$ cat src/rtl/ram_arbiter.sv
// Two-port (CPU / DMA) round-robin arbiter for a nibble-wide asynchronous RAM.
// Every RAM-facing output is a flop, so the strobes are glitch-free.
module ram_arbiter #(
  parameter int STRB_CYCLES = 1
) (
  input  logic       clk,
  input  logic       nReset,
  input  logic       c_req,
  input  logic       c_we,
  input  logic [7:0] c_addr,
  input  logic [3:0] c_wdata,
  output logic       c_ack,
  output logic [3:0] c_rdata,
  input  logic       d_req,
  input  logic       d_we,
  input  logic [7:0] d_addr,
  input  logic [3:0] d_wdata,
  output logic       d_ack,
  output logic [3:0] d_rdata,
  output logic [7:0] address_bus,
  output logic [3:0] ram_dout,
  output logic       ram_doe,
  input  logic [3:0] ram_din,
  output logic       nRAM_RD,
  output logic       nRAM_WR,
  output logic       busy,
  output logic       grant_d
);

  typedef enum logic [1:0] {IDLE, SETUP, STROBE, DONE} state_t;

  localparam logic [3:0] CNT_LAST = 4'(STRB_CYCLES - 1);

  state_t     state_q, state_d;
  logic [3:0] cnt_q, cnt_d;
  logic       we_q, we_d;
  logic       gnt_q, gnt_d;
  logic       last_dma_q, last_dma_d;
  logic [7:0] addr_q, addr_d;
  logic [3:0] wdata_q, wdata_d;
  logic       doe_q, doe_d;
  logic       nrd_q, nrd_d;
  logic       nwr_q, nwr_d;
  logic [3:0] c_rdata_q, c_rdata_d;
  logic [3:0] d_rdata_q, d_rdata_d;
  logic       c_ack_q, c_ack_d;
  logic       d_ack_q, d_ack_d;
  logic       pick_dma;

  always_comb begin
    state_d    = state_q;
    cnt_d      = cnt_q;
    we_d       = we_q;
    gnt_d      = gnt_q;
    last_dma_d = last_dma_q;
    addr_d     = addr_q;
    wdata_d    = wdata_q;
    doe_d      = doe_q;
    nrd_d      = nrd_q;
    nwr_d      = nwr_q;
    c_rdata_d  = c_rdata_q;
    d_rdata_d  = d_rdata_q;
    c_ack_d    = 1'b0;
    d_ack_d    = 1'b0;
    // DMA wins only when alone or when the CPU was served last
    pick_dma   = d_req & (~c_req | ~last_dma_q);

    case (state_q)
      IDLE: begin
        if (c_req | d_req) begin
          state_d    = SETUP;
          gnt_d      = pick_dma;
          last_dma_d = pick_dma;
          we_d       = pick_dma ? d_we : c_we;
          addr_d     = pick_dma ? d_addr : c_addr;
          wdata_d    = we_d ? (pick_dma ? d_wdata : c_wdata) : 4'h0;
          doe_d      = we_d;
        end
      end
      SETUP: begin
        state_d = STROBE;
        cnt_d   = 4'h0;
        nrd_d   = we_q;
        nwr_d   = ~we_q;
      end
      STROBE: begin
        if (cnt_q == CNT_LAST) begin
          state_d = DONE;
          cnt_d   = 4'h0;
          nrd_d   = 1'b1;
          nwr_d   = 1'b1;
          if (gnt_q) d_ack_d = 1'b1;
          else       c_ack_d = 1'b1;
          if (!we_q) begin
            if (gnt_q) d_rdata_d = ram_din;
            else       c_rdata_d = ram_din;
          end
        end else begin
          cnt_d = cnt_q + 4'h1;
        end
      end
      DONE: begin
        state_d = IDLE;
        gnt_d   = 1'b0;
        we_d    = 1'b0;
        addr_d  = 8'h00;
        wdata_d = 4'h0;
        doe_d   = 1'b0;
      end
      default: state_d = IDLE;
    endcase
  end

  always_ff @(posedge clk or negedge nReset) begin
    if (!nReset) begin
      state_q    <= IDLE;
      cnt_q      <= 4'h0;
      we_q       <= 1'b0;
      gnt_q      <= 1'b0;
      last_dma_q <= 1'b1;
      addr_q     <= 8'h00;
      wdata_q    <= 4'h0;
      doe_q      <= 1'b0;
      nrd_q      <= 1'b1;
      nwr_q      <= 1'b1;
      c_rdata_q  <= 4'h0;
      d_rdata_q  <= 4'h0;
      c_ack_q    <= 1'b0;
      d_ack_q    <= 1'b0;
    end else begin
      state_q    <= state_d;
      cnt_q      <= cnt_d;
      we_q       <= we_d;
      gnt_q      <= gnt_d;
      last_dma_q <= last_dma_d;
      addr_q     <= addr_d;
      wdata_q    <= wdata_d;
      doe_q      <= doe_d;
      nrd_q      <= nrd_d;
      nwr_q      <= nwr_d;
      c_rdata_q  <= c_rdata_d;
      d_rdata_q  <= d_rdata_d;
      c_ack_q    <= c_ack_d;
      d_ack_q    <= d_ack_d;
    end
  end

  assign c_ack       = c_ack_q;
  assign d_ack       = d_ack_q;
  assign c_rdata     = c_rdata_q;
  assign d_rdata     = d_rdata_q;
  assign address_bus = addr_q;
  assign ram_dout    = wdata_q;
  assign ram_doe     = doe_q;
  assign nRAM_RD     = nrd_q;
  assign nRAM_WR     = nwr_q;
  assign busy        = (state_q != IDLE);
  assign grant_d     = gnt_q;

endmodule

$ cat config.mk
export PLATFORM = sky130hd
export DESIGN_NAME = ram_arbiter
export DESIGN_NICKNAME = d
export VERILOG_FILES = /design/src/rtl/ram_arbiter.sv
export SDC_FILE = /design/constraint.sdc
export NUM_CORES = 1
export LEC_CHECK = 0
export ABC_CLOCK_PERIOD_IN_PS = 2300
export CORE_MARGIN = 4
export CORE_UTILIZATION = 43
export DETAILED_ROUTE_END_ITERATION = 12
export GPL_ROUTABILITY_DRIVEN = 0
export PLACE_DENSITY = 0.77
export RECOVER_POWER = 25
export SYNTH_ARGS = -nofsm -noshare
export SYNTH_HDL_FRONTEND = slang
export SYNTH_SLANG_ARGS = --single-unit
$ cat constraint.sdc
create_clock -name clk -period 2.3 [get_ports clk]
set_input_delay 0.23 -clock clk [delete_from_list [all_inputs] [get_ports clk]]
set_output_delay 0.23 -clock clk [all_outputs]
set_load 0.02 [all_outputs]
==> results.yml, run 1 <==
detailed_routing:
  via_count: 1264
  drtIter0Drc: 58
  dr.pass1.iters: 4
  drc_errors: 0
  wirelength_mm: 3.843
  final_antenna_net_count: 0
  wl_per_cell_um: 16.08
  via_per_inst: 5.289
floorplan:
  start_util: 0.4617
  die_w_um: 68.79
  core_um2: 3442
  rows: 21
  die_h_um: 68.79
  die_area_um2: 4732
  io_pins: 61
layout:
  fin_area_um2: 2340
  drive_gt1_frac: 0.1347
  antenna_cells: 0
  nets: 233
  utilization: 0.6798
  area_growth_pct: 47.24
synth:
  synth_top_area_frac: 0.4724
  synth_edf_count: 0
  synth_top_family_by_area: "multiplexers"
  yosys.area_share.adder: 0.04724
  ys_async_sr_fraction: 1.000
  synthTopCellsByArea: "dfrtp_1 (47%), mux2i_1 (8.8%), o2bb2ai_1 (7.7%)"
  syn-num-nets: 166
  synth_flop_cell: "dfrtp_1"
  syn_inst: 126
  syn_avg_cell_area_um2: 12.61
  synth_simple_gate_area_frac: 0.09449
  synth_cell_types: 32
  synth.cell_area_um2: 1589
  synth-seq-area-share: 0.5220
  yosys_warnings: 0
  synth-seq-cells: 33
  synth.mux.area_fraction: 0.1614
  synth_xor_area_frac: 0
  yosys.area.top_type: "dfrtp_1"
  synth_compound_area_frac: 0.1449
critical_path:
  critPathArrivalTime_ns: 2.17
  startpoint_type: "flip-flop"
  critPathKind: "reg -> reg"
  end_kind: "flip-flop"
  cp.required_ns: 2.49
  path_max_fanout: 8
sta:
  slew_headroom: 0.4688
  max_slew.worst_pin.slew_ns: 0.7969
  hold_ws_ns: 0.4900
  hold_viol: 0
  maxSlewViolCount: 0
  fin_crit_sh: 0.8601
  finalSetupViolations: 0
  rsz0062_at_grt: "false"
  finalCriticalPeriod_ns: 1.978
  max_freq_mhz: 505.5
  skew_ns: 0.001586
  fin_tns_setup_ns: 0
placed_design:
  dp_hpwl_mm: 3.034
  port_buffers: 60
  placed_cell_area_um2: 2256
clocking:
  htreeDepth: 2
  cts_setup_buffers: 0
  root_buffer: "clkbuf_8"
  cts_made_buffers: 5
  cts_resized: 0
  clk_path_buf_depth: 2
  path_clk_slew_ns: 0.06
  clk_latency_ns: 0.27
  cts_tree: "yes"
  holdBufCountCts: 0
  clock-sinks: 33
global_route:
  grt_first_pass_wirelength_mm: 5.906
  grtUsageTotal: 0.1728
  grt_max_degree: 34
  grt_overflow: 0
  grt_pass1_vias: 1267
  antenna_found_initial: 0
power_and_ir_drop:
  totalPowerFinal_uw: 2833
  power_density_nw_per_um2: 1211
  ir_worst_vdd_v: 0.0006232
  p_leak_uw: 0.001000
flow_run:
  maxCapViolCount: 0
worst_hold_path:
  hold_path.class: "reg -> reg"
outcome:
  outcome: "finished clean"
-- area by class of cell --
| cell class | instances | area (um2) |
|---|---|---|
| Clock buffer | 7 | 86.33 |
| Sequential cell | 33 | 829.5 |
| Tap cell | 46 | 57.56 |
| Multi-Input combinational cell | 81 | 711.9 |
| Fill cell | 267 | 1102 |
| Inverter | 9 | 33.78 |
| Timing Repair Buffer | 63 | 620.6 |
-- cell families after synthesis --
group	after synthesis
AOI/OAI and AO/OA	30
adders and majority gates	6
buffers and inverters	12
DFF	33
muxes	23
and+or+nand+nor	22
-- worst max-delay path, cell delays in order, from the launching register on --
cell       delay (ns)
dfrtp_1          0.42
inv_1            0.10
ha_1             0.26
or3b_1           0.39
o21ai_1          0.34
buf_4            0.26
o2bb2ai_1        0.13
-- cell usage in the layout (no fill, tap or decap), types with 2 or more instances in the layout --
cell	Yosys	layout
mux2i_1	14	14
o2bb2ai_1	14	14
clkdlybuf4s50_1	0	59
clkbuf_8	0	6
dfrtp_1	30	30
dfstp_2	3	3
nor2_1	2	2
a2bb2oi_1	2	2
and2_1	5	5
mux2_2	5	5
inv_1	9	9
o21ai_0	4	4
o21ai_1	2	2
o22ai_1	2	2
nor2b_1	4	4
mux2_4	4	4
nand3_1	2	2
buf_4	0	2
nand2_1	2	2
ha_1	6	6
-- path summary, 6_finish.rpt --
kind | from | endpoint | slack, ns | cells after the start
max in group asynchronous | nReset | address_bus[3]$_DFFE_PN0P_ | 1.22 | 2
worst min register to register | ram_dout[1]$_DFFE_PN0P_ | ram_dout[1]$_DFFE_PN0P_ | 0.49 | 1
worst max-delay path | state_q[0]$_DFFE_PN0P_ | ram_dout[2]$_DFFE_PN0P_ | 0.32 | 6
worst min-delay path | ram_dout[1]$_DFFE_PN0P_ | ram_dout[1]$_DFFE_PN0P_ | 0.49 | 1
min in group asynchronous | nReset | d_rdata[2]$_DFFE_PN0P_ | 0.57 | 2
worst max register to register | state_q[0]$_DFFE_PN0P_ | ram_dout[2]$_DFFE_PN0P_ | 0.32 | 6
-- flip-flops by register name, summed over array words and instances (netlist names) --
name and flops:
ram_doe 1, ram_dout 4, nRAM_RD 1, c_rdata 4
c_ack 1, nRAM_WR 1, cnt_q 4, address_bus 8
d_ack 1, grant_d 1, last_dma_q 1, d_rdata 4
state_q 2
-- stage by stage --
step | instances | setup slack (ns)
floorplan | 126 | 0.5471
global placement | 232 | 0.4310
detailed placement | 232 | 0.3387
CTS | 239 | 0.3251
global route | 239 | 0.1879
finish | 239 | 0.3217
-- synthesized netlist by cell type (3+ instances only) --
cell type and instances:
and2_1 5, dfrtp_1 30, dfstp_2 3, ha_1 6, inv_1 9, mux2_2 5
mux2_4 4, mux2i_1 14, nor2b_1 4, o21ai_0 4, o2bb2ai_1 14
-- report_power, final --
group	total, uW	switching, uW	internal [uW]
combinational	1440	715	724
clock	426	189	237
sequential	969	152	817
-- routing by layer --
layer | global-route usage | vias up | part of all wire
met2 | 0.2789 | 64 | 0.48
met3 | 0.05673 | 14 | 0.076
met1 | 0.2178 | 596 | 0.43
met5 | 0 | - | 0
li1 | - | 590 | -
met4 | 0.05839 | 0 | 0.017
(Power assumes the default switching activity.)
==> inputs of run 2 (changes only) <==
Settings changed: ABC_CLOCK_PERIOD_IN_PS 2300 to 1600, CORE_UTILIZATION 43 to 39, PLACE_DENSITY 0.77 to 0.73.
Clock period 2.3 ns to 1.6 ns, I/O delays scaled along.
==> results.yml, run 2 (synthesized netlist as in run 1, its figures left out) <==
floorplan:
  rows: 22
  die_h_um: 71.83
  die_area_um2: 5160
  io_pins: 61
  start_util: 0.4183
  core_um2: 3799
  die_w_um: 71.83
clocking:
  clock-sinks: 33
  path_clk_slew_ns: 0.07
  clk_latency_ns: 0.29
  clk_path_buf_depth: 2
  cts_made_buffers: 5
  root_buffer: "clkbuf_8"
  holdBufCountCts: 0
  htreeDepth: 2
  cts_tree: "yes"
critical_path:
  cp.required_ns: 1.77
  critPathArrivalTime_ns: 1.82
  critPathKind: "reg -> reg"
  path_max_fanout: 3
  startpoint_type: "flip-flop"
  r2r_slack_ns: -0.05
  end_kind: "flip-flop"
detailed_routing:
  wl_met3_um: 246
  wl_met2_mm: 2.275
  drtIter0Drc: 38
  drc_errors: 0
  via_per_inst: 5.000
  wl_per_cell_um: 16.02
  wirelength_mm: 4.244
  dr.pass1.iters: 4
  wl_met1_mm: 1.635
  final_antenna_net_count: 0
  top_layer: "met4"
  via_count: 1325
layout:
  largest_register_ffs: 8
  drive_gt1_frac: 0.3088
  stdcell_count: 265
  final_common_cell: "clkdlybuf4s50_1"
  area_growth_pct: 65.91
  antenna_cells: 0
  layout_common_cells: "clkdlybuf4s50_1 (55), dfrtp_1 (29), buf_4 (24), mux2i_1 (14), o2bb2ai_1 (11)"
  fin_area_um2: 2636
  nets: 256
sta:
  hold_viol: 0
  setup_slack_ns: -0.04577
  slew_headroom: 0.4483
  hold_ws_ns: 0.4886
  rsz0062_at_grt: "true"
  max_slew.worst_pin.slew_ns: 0.8275
  finalSetupViolations: 6
  fin_crit_sh: 1.029
  finalCriticalPeriod_ns: 1.646
  max_freq_mhz: 607.6
  skew_ns: 0.004223
  maxSlewViolCount: 0
outcome:
  failed_checks: "setup timing"
  outcome: "complete, but fails checks"
flow_run:
  maxCapViolCount: 0
global_route:
  grt_first_pass_wirelength_mm: 6.610
  grt_overflow: 0
  grt_pass1_vias: 1382
  antenna_found_initial: 0
  grt_max_degree: 34
  grtUsageTotal: 0.1662
placed_design:
  port_buffers: 60
  placed_cell_area_um2: 2400
  dp_hpwl_mm: 3.110
  post-place-cells: 248
power_and_ir_drop:
  p_leak_uw: 0.001163
  ir_worst_vdd_v: 0.0009041
  power_density_nw_per_um2: 1724
worst_hold_path:
  hold_path.class: "reg -> reg"
run 2: stage by stage:
| stage | setup slack, ns | TNS (ns) | total power, uW | util |
|---|---|---|---|---|
| finish | -0.04577 | -0.1525 | 4546 | 0.6940 |
| global route | -0.07102 | -0.4690 | 4817 | 0.6940 |
| CTS | -0.02540 | -0.04576 | 4422 | 0.6696 |
| detailed placement | -0.1108 | -0.4367 | 3695 | 0.6318 |
| global placement | -0.03473 | -0.03473 | 3618 | 0.6318 |
| floorplan | -0.02108 | -0.2639 | 2609 | - |
run 2: area by class of cell:
| class | instances | area, um2 |
|---|---|---|
| fillers | 264 | 1162 |
| flip-flops and latches | 33 | 830.8 |
| multi-input cells | 81 | 805.8 |
| repair buffers | 86 | 804.5 |
| clock buffers | 7 | 96.34 |
| well taps | 48 | 60.06 |
| inverters | 9 | 33.78 |
| clock inverters | 1 | 5.005 |
run 2: what timing repair did:
action / CTS / global route
cloned: 0 / 0
resized for setup: 8 / 13
setup buffers: 4 / 5
endpoints found under the setup margin: 22 / 23
pin swaps: 2 / 4
run 2: final timing paths:
path,start,endpoint,cells past startpoint
max,cnt_q[1]$_DFFE_PN0P_,state_q[1]$_DFFE_PN0P_,5
min,ram_dout[3]$_DFFE_PN0P_,ram_dout[3]$_DFFE_PN0P_,1
max reg2reg,cnt_q[1]$_DFFE_PN0P_,state_q[1]$_DFFE_PN0P_,5
min reg2reg,ram_dout[3]$_DFFE_PN0P_,ram_dout[3]$_DFFE_PN0P_,1
max in group asynchronous,nReset,state_q[1]$_DFFE_PN0P_,2
min in group asynchronous,nReset,c_rdata[3]$_DFFE_PN0P_,2
run 2: critical path, cell delays in order, from the launching register on:
cell and delay (ns):
dfrtp_1 0.40, inv_2 0.09, ha_4 0.16, or3b_4 0.41, a21boi_4 0.17, mux2_4 0.31
run 2: power by group:
group	internal, uW	switching [uW]	leakage (uW)
clock	389	303	0.0000542
combinational	1320	1150	0.000692
sequential	1180	213	0.000417
total	2880	1670	0.00116
run 2: routing by layer:
layer  track usage  up-vias
met5             0        -
met4       0.07724        0
met3       0.05189        9
met2        0.2816       42
met1        0.1904      635
li1              -      639
==> inputs of run 3 (changes only) <==
Settings changed: RECOVER_POWER 25 to 100.
==> results of run 3 <==
Same layout as run 2: the final DEF is identical, and so are final timing and power.
